**config.mk**
```make
export PLATFORM = sky130hd
export DESIGN_NAME = gdbte_wb_arbiter
export DESIGN_NICKNAME = d
export VERILOG_FILES = /design/src/rtl/gdbte_wb_arbiter.sv
export SDC_FILE = /design/constraint.sdc
export NUM_CORES = 1
export LEC_CHECK = 0
export CAP_MARGIN = 5
export CELL_PAD_IN_SITES_DETAIL_PLACEMENT = 2
export CELL_PAD_IN_SITES_GLOBAL_PLACEMENT = 2
export CORE_UTILIZATION = 10
export DETAILED_ROUTE_END_ITERATION = 8
export PLACE_DENSITY = 0.95
export SETUP_SLACK_MARGIN = 0.3
export SYNTH_ARGS = -nofsm -noshare
export SYNTH_HDL_FRONTEND = slang
export SYNTH_SLANG_ARGS = --single-unit
export TNS_END_PERCENT = 10
```
**constraint.sdc**
```tcl
create_clock -name clk_i -period 1.5 [get_ports clk_i]
set_input_delay 0.375 -clock clk_i [delete_from_list [all_inputs] [get_ports clk_i]]
set_output_delay 0.375 -clock clk_i [all_outputs]
set_load 0.005 [all_outputs]
```
**src/rtl/gdbte_wb_arbiter.sv**
```systemverilog
// ----------------------------------------------------------------------------
// gdbte_wb_arbiter
//
// Two-master Wishbone arbiter that shares one slave bus between the CPU data
// port (master 0) and the GDB target engine (master 1). A grant is held for
// the whole Wishbone cycle (cyc), so multi-beat accesses are never split.
// Ties go to the GDB engine (PRIO_GDB=1) or alternate round-robin
// (PRIO_GDB=0).
//
// Optional feature, enabled by defining GDBTE_WB_ARB_TIMEOUT_EN:
//   a per-grant watchdog aborts a cycle after TIMEOUT strobed cycles without
//   an ack, pulses the owner's err for one cycle and parks the slave bus in
//   ABORT until the owner drops cyc. Without the macro the err outputs are
//   tied low and a missing ack stalls the bus.
//
// Parameters:
//   AW, DW    address / data width (DW must be a multiple of 8)
//   PRIO_GDB  1 = master 1 wins ties, 0 = round-robin
//   TIMEOUT   strobed cycles without ack before abort (feature only)
//
// Ports:
//   clk_i, rst_i              clock, asynchronous active-low reset
//   m0_* (in)                 CPU master cyc/stb/we/adr/dat/sel
//   m0_dat_o/ack_o/err_o      read data, ack, timeout error to the CPU
//   m1_*                      same set for the GDB engine
//   s_*_o                     muxed master signals towards the slave
//   s_dat_i, s_ack_i          slave read data and ack
//   gnt_o                     one-hot current grant {m1,m0}
// ----------------------------------------------------------------------------
module gdbte_wb_arbiter #(
  parameter int AW       = 32,
  parameter int DW       = 32,
  parameter int PRIO_GDB = 0,
  parameter int TIMEOUT  = 255
) (
  input  logic            clk_i,
  input  logic            rst_i,
  // master 0: CPU core
  input  logic            m0_cyc_i,
  input  logic            m0_stb_i,
  input  logic            m0_we_i,
  input  logic [AW-1:0]   m0_adr_i,
  input  logic [DW-1:0]   m0_dat_i,
  input  logic [DW/8-1:0] m0_sel_i,
  output logic [DW-1:0]   m0_dat_o,
  output logic            m0_ack_o,
  output logic            m0_err_o,
  // master 1: GDB target engine
  input  logic            m1_cyc_i,
  input  logic            m1_stb_i,
  input  logic            m1_we_i,
  input  logic [AW-1:0]   m1_adr_i,
  input  logic [DW-1:0]   m1_dat_i,
  input  logic [DW/8-1:0] m1_sel_i,
  output logic [DW-1:0]   m1_dat_o,
  output logic            m1_ack_o,
  output logic            m1_err_o,
  // shared slave bus
  output logic            s_cyc_o,
  output logic            s_stb_o,
  output logic            s_we_o,
  output logic [AW-1:0]   s_adr_o,
  output logic [DW-1:0]   s_dat_o,
  output logic [DW/8-1:0] s_sel_o,
  input  logic [DW-1:0]   s_dat_i,
  input  logic            s_ack_i,
  // status
  output logic [1:0]      gnt_o
);

  typedef enum logic [1:0] {
    IDLE  = 2'd0,
    GNT0  = 2'd1,
    GNT1  = 2'd2,
    ABORT = 2'd3
  } state_e;

  state_e state_q, state_d;
  // Last-grant pointer: 0 = m0 was served last, 1 = m1 was served last.
  // In ABORT it also names the master whose cycle was aborted.
  logic   last_q, last_d;
  logic   timeout_hit;

  // Pick the next owner from the current requests. The pointer only matters
  // when both masters request in round-robin mode.
  function automatic state_e arbitrate(input logic req0, input logic req1,
                                       input logic last);
    state_e res;
    res = IDLE;
    if (req0 && req1) begin
      if (PRIO_GDB != 0) res = GNT1;
      else               res = last ? GNT0 : GNT1;
    end else if (req0) begin
      res = GNT0;
    end else if (req1) begin
      res = GNT1;
    end
    return res;
  endfunction

`ifdef GDBTE_WB_ARB_TIMEOUT_EN
  // At least 8 bits, wide enough to hold TIMEOUT itself.
  localparam int CW = ($clog2(TIMEOUT + 1) > 8) ? $clog2(TIMEOUT + 1) : 8;

  logic [CW-1:0] cnt_q, cnt_d;
  logic          granted;
  logic          own_cyc;

  always_comb begin
    granted     = (state_q == GNT0) || (state_q == GNT1);
    own_cyc     = (state_q == GNT1) ? m1_cyc_i : m0_cyc_i;
    // Only an owner still holding cyc can be aborted; a release in the same
    // cycle simply ends the transfer normally.
    timeout_hit = granted && own_cyc && (cnt_q == CW'(TIMEOUT));
  end

  always_comb begin
    cnt_d = cnt_q;
    // Any state change (grant entry, handover, abort, release) restarts the
    // count so every grant gets the full budget.
    if (!granted || (state_d != state_q)) begin
      cnt_d = '0;
    end else if (s_ack_i) begin
      cnt_d = '0;
    end else if (s_stb_o) begin
      cnt_d = cnt_q + CW'(1);
    end
  end

  always_ff @(posedge clk_i or negedge rst_i) begin
    if (!rst_i) cnt_q <= '0;
    else        cnt_q <= cnt_d;
  end
`else
  assign timeout_hit = 1'b0;
  // TIMEOUT only sizes the watchdog; keep it referenced in this build.
  logic [31:0] unused_timeout;
  assign unused_timeout = 32'(TIMEOUT);
`endif

  // --------------------------------------------------------------------------
  // Grant FSM: state register
  // --------------------------------------------------------------------------
  // NOTE: sequential state is written with non-blocking assignments only, so
  // every flop samples the values that were present before the clock edge.
  always_ff @(posedge clk_i or negedge rst_i) begin
    if (!rst_i) begin
      state_q <= IDLE;
      last_q  <= 1'b1;   // m0 wins the first tie after reset
    end else begin
      state_q <= state_d;
      last_q  <= last_d;
    end
  end

  // --------------------------------------------------------------------------
  // Grant FSM: next state
  // --------------------------------------------------------------------------
  // NOTE: every variable written in a combinational block gets a default at
  // the top; a path that skips an assignment would otherwise infer a latch.
  always_comb begin
    state_d = state_q;
    last_d  = last_q;
    case (state_q)
      IDLE: begin
        state_d = arbitrate(m0_cyc_i, m1_cyc_i, last_q);
      end
      GNT0: begin
        if (timeout_hit) begin
          state_d = ABORT;
          last_d  = 1'b0;
        end else if (!m0_cyc_i) begin
          // Release: hand straight over to a waiting master, no idle cycle.
          last_d  = 1'b0;
          state_d = arbitrate(1'b0, m1_cyc_i, 1'b0);
        end
      end
      GNT1: begin
        if (timeout_hit) begin
          state_d = ABORT;
          last_d  = 1'b1;
        end else if (!m1_cyc_i) begin
          last_d  = 1'b1;
          state_d = arbitrate(m0_cyc_i, 1'b0, 1'b1);
        end
      end
      ABORT: begin
        // Park the bus until the aborted master acknowledges by dropping cyc.
        if (!(last_q ? m1_cyc_i : m0_cyc_i)) state_d = IDLE;
      end
      default: begin
        state_d = IDLE;
      end
    endcase
  end

  // --------------------------------------------------------------------------
  // Output mux: purely combinational from the state and the owner's inputs,
  // so an asynchronous reset drops the slave strobes immediately.
  // --------------------------------------------------------------------------
  always_comb begin
    s_cyc_o  = 1'b0;
    s_stb_o  = 1'b0;
    s_we_o   = 1'b0;
    s_adr_o  = '0;
    s_dat_o  = '0;
    s_sel_o  = '0;
    gnt_o    = 2'b00;
    m0_ack_o = 1'b0;
    m0_err_o = 1'b0;
    m1_ack_o = 1'b0;
    m1_err_o = 1'b0;
    // Read data is broadcast; each master qualifies it with its own ack.
    m0_dat_o = s_dat_i;
    m1_dat_o = s_dat_i;
    case (state_q)
      GNT0: begin
        s_cyc_o  = m0_cyc_i & ~timeout_hit;
        s_stb_o  = m0_stb_i & ~timeout_hit;
        s_we_o   = m0_we_i;
        s_adr_o  = m0_adr_i;
        s_dat_o  = m0_dat_i;
        s_sel_o  = m0_sel_i;
        gnt_o    = 2'b01;
        m0_ack_o = s_ack_i & ~timeout_hit;
        m0_err_o = timeout_hit;
      end
      GNT1: begin
        s_cyc_o  = m1_cyc_i & ~timeout_hit;
        s_stb_o  = m1_stb_i & ~timeout_hit;
        s_we_o   = m1_we_i;
        s_adr_o  = m1_adr_i;
        s_dat_o  = m1_dat_i;
        s_sel_o  = m1_sel_i;
        gnt_o    = 2'b10;
        m1_ack_o = s_ack_i & ~timeout_hit;
        m1_err_o = timeout_hit;
      end
      default: begin
        // IDLE / ABORT: slave bus idle, stray slave acks are not forwarded.
      end
    endcase
  end

endmodule

```
==> impl_metrics.csv <==
group,metric,value,unit
power_and_ir_drop,vdd_ir_drop_max,0.723,mV
worst_setup_path,timing.critical_path.slowest_cell_delay,0.40,ns
route,routed_wire_length_per_instance,16.5,um
clock_tree,tritoncts,"yes",
finish,layout-area-overhead-vs-synth,122,%
timing,report.final.setup_viol,77,
route,drt_drc_violations_left,21,
run_status,run_status,"complete, but fails checks",
floorplan,die_w,139,um
route,routed_via_density,3.89,
worst_setup_path,cell_class_contributing_the_biggest_share_of_worst_path_delay,"buffers and inverters",
finish,filler_cell_count,2079,
floorplan,starting_density,10.3,%
floorplan,core-area,18100,sq um
worst_setup_path,critical-path-slowest-cell,"sky130_fd_sc_hd__dfrtp_1",
worst_hold_path,min_path_type,"in -> async",
timing,fin_max_slew_vios,0,
power_and_ir_drop,fraction_of_power_spent_switching_nets,41.3,%
floorplan,top_level_pins,318,
worst_setup_path,critical_path_arrival,1.81,ns
power_and_ir_drop,share_seq_of_total_power,3.1,%
worst_setup_path,end_kind,"output port",
logic_synthesis,postSynthCellCount,261,
grt,grt_util_all_layers,9.85,%
power_and_ir_drop,power.clock.fraction,7.3,%
clock_tree,ctsRootBufferMaster,"sky130_fd_sc_hd__clkbuf_16",
logic_synthesis,synthesis.area_per_instance,7.17,sq um
logic_synthesis,syn_area,1870,sq um
floorplan,floorplan_die_area,19300,sq um
grt,grt_pass1_vias,2826,
grt,grt_pass1_wl,15300,um
finish,layout.cells.non_filler,660,
logic_synthesis,ys_seq_area_share,4.08,%
power_and_ir_drop,net-switching-power,2490,uW
placement,post-place-ws,-0.665,ns
timing,fmaxAchievable,459,MHz
finish,drive_above_1_share,34.6,%
worst_setup_path,depth_of_the_worst_register_to_register_path,7,
worst_setup_path,worstPathBufferInverterCount,4,
power_and_ir_drop,total_leakage_power,0.00164,uW
timing,grt_setup_unrepaired,"yes",
timing,finalHoldWorstSlack,0.355,ns
clock_tree,clock_tree.buffer_depth,2,
finish,antenna-diode-count,0,
grt,grt_start_max_net_pins,39,
timing,fin_crit,2.18,ns
placement,place.gp.congestion,0.678,
worst_setup_path,start_kind,"flop",
floorplan,rows,49,
run_status,failing_checks,"design-rule violations, negative setup slack",
clock_tree,clkTransAtPathRegs,0.03,ns
timing,fin_ws,-0.680,ns
clock_tree,cts_buffers,3,
worst_setup_path,timing.critical_path.fanout_max,17,
grt,antenna_found_initial,0,
route,dr_total_vias,2570,
route,drt_pre_antenna_iters,6,
power_and_ir_drop,pwr-share-comb,89.7,%
floorplan,die_ht,139,um
timing,timing_hold_violations_final,0,
worst_setup_path,critPathKind,"reg -> out",
power_and_ir_drop,power.internal,3530,uW
placement,place.detailed.instances,635,
route,route.final.wire_length,10900,um
worst_setup_path,r2r-end,"state_q[0]$_DFFE_PN0P_",
job,cap_viol_max_count,0,
finish,finish.net_count,615,
timing,fin_worst_skew,0.000291,ns
placement,place.detailed.hpwl,7950,um
worst_setup_path,critical_path.most_common_cell,"sky130_fd_sc_hd__buf_4",
worst_setup_path,crit-reg2reg-launch,"state_q[1]$_DFFE_PN0P_",
clock_tree,cts.hold.buffers_added,0,
worst_setup_path,crit_chain,"buf_4 -> ha_4 -> buf_4 -> clkbuf_16 -> a22oi_1 -> nor2b_1 -> dlygate4sd2_1",
finish,mostFrequentLayoutCell,"sky130_fd_sc_hd__clkdlybuf4s50_1",
worst_setup_path,worst_ep_required_time,1.12,ns
clock_tree,tritoncts_num_sinks,3,
worst_setup_path,source_of_the_critical_timing_path,"state_q[1]$_DFFE_PN0P_",
finish,most-common-layout-cells,"144 x sky130_fd_sc_hd__clkdlybuf4s50_1, 66 x sky130_fd_sc_hd__nor2b_1, 53 x sky130_fd_sc_hd__buf_2",
timing,timing.final.crit_share,145,%
logic_synthesis,postSynthRegisterBits,3,
logic_synthesis,synth.distinct_cells,22,
worst_setup_path,r2r_setup_slack,-0.14,ns
grt,globalRoute.totalOverflow,0,
clock_tree,clkLatencyLatePin,0.23,ns
route,drtAntennaViolNets,0,
route,dr.first_iter.drc_count,79,
power_and_ir_drop,p_per_area,1450,nW/um^2
power_and_ir_drop,power,6020,uW
placement,io_buffers,219,
timing,setup-tns-final,-35.23,ns
clock_tree,htree_num_levels,1,
logic_synthesis,yosys_warnings,0,
==> power by group through the flow <==
| stage | Sequential, uW | Combinational (uW) | Clock [uW] |
|---|---|---|---|
| 2_1_floorplan | 185 | 2800 | 0 |
| 3_3_place_gp | 177 | 4800 | 0 |
| 3_5_place_dp | 183 | 4960 | 0 |
| 4_1_cts | 186 | 4750 | 443 |
| 5_1_grt | 191 | 5850 | 448 |
| 6_report | 185 | 5400 | 437 |
==> metal layers <==
layer / wire [um] / GRT usage (%) / vias up
li1: - / - / 1185
met1: 4100 / 10.4 / 1207
met4: 171 / 2.40 / 0
met3: 907 / 2.21 / 22
met5: 0 / 0 / -
met2: 5700 / 19.5 / 156
==> cell usage after synthesis <==
master                     instances  area (sq um)
sky130_fd_sc_hd__ha_1              6          75.1
sky130_fd_sc_hd__buf_4            69           518
sky130_fd_sc_hd__a31oi_1           1          6.26
sky130_fd_sc_hd__mux2_4            1          15.0
sky130_fd_sc_hd__buf_2            13          65.1
sky130_fd_sc_hd__mux2i_1           2          20.0
sky130_fd_sc_hd__dfrtp_1           2          50.1
sky130_fd_sc_hd__o211ai_1          1          7.51
sky130_fd_sc_hd__conb_1            1          3.75
sky130_fd_sc_hd__and2_1            2          12.5
sky130_fd_sc_hd__a21oi_2           1          8.76
sky130_fd_sc_hd__o21ai_0           1          5.00
sky130_fd_sc_hd__a22oi_1          71           533
sky130_fd_sc_hd__nor2b_1          71           444
sky130_fd_sc_hd__a21oi_1           3          15.0
sky130_fd_sc_hd__nand3_1           1          5.00
sky130_fd_sc_hd__dfstp_2           1          26.3
sky130_fd_sc_hd__clkbuf_1          7          26.3
sky130_fd_sc_hd__inv_1             4          15.0
sky130_fd_sc_hd__buf_1             1          3.75
sky130_fd_sc_hd__o22ai_2           1          12.5
sky130_fd_sc_hd__inv_2             1          3.75
==> worst max path at each step <==
| stage | endpoint | slack, ns | cells after the start |
|---|---|---|---|
| floorplan | s_adr_o[0] | -0.03 | 6 |
| global placement | s_cyc_o | -0.63 | 4 |
| detailed placement | s_dat_o[22] | -0.67 | 6 |
| CTS | s_dat_o[30] | -0.87 | 6 |
| global route | s_dat_o[25] | -0.73 | 7 |
| finish | s_dat_o[25] | -0.68 | 7 |
==> sequential cells by signal, indices dropped and copies added (netlist names) <==
| signal | cells |
|---|---|
| last_q | 1 |
| state_q | 2 |
==> cell families after synthesis <==
group / share of synthesized area, %
AOI/OAI and AO/OA: 31.4
DFF: 4.08
adders and majority gates: 4.01
muxes: 1.87
buffers and inverters: 33.8
other: 0.200
and+or+nand+nor: 24.7
==> metrics by stage <==
step | cell area, sq um | utilization (%)
5_1_grt | 4150 | 22.9
4_1_cts | 4000 | 22.0
3_5_place_dp | 4020 | 22.2
3_3_place_gp | 4020 | 22.2
6_report | 4150 | 22.9
2_1_floorplan | 2080 | -
==> final cells by class <==
cell class | count | area (sq um) | share of cell area (%)
Clock buffer | 4 | 78.8 | 1.90
Sequential cell | 3 | 77.6 | 1.87
Timing Repair Buffer | 255 | 2330 | 56.3
Multi-Input combinational cell | 164 | 1350 | 32.5
Inverter | 5 | 21.3 | 0.513
Tap cell | 229 | 287 | 6.91
==> what timing repair did <==
item	in CTS	in global routing
buffers inserted	2	15
endpoints found under the setup margin	78	78
cloned	1	3
resized for setup	201	93
pin swaps	3	6
(Power assumes the default switching activity.)
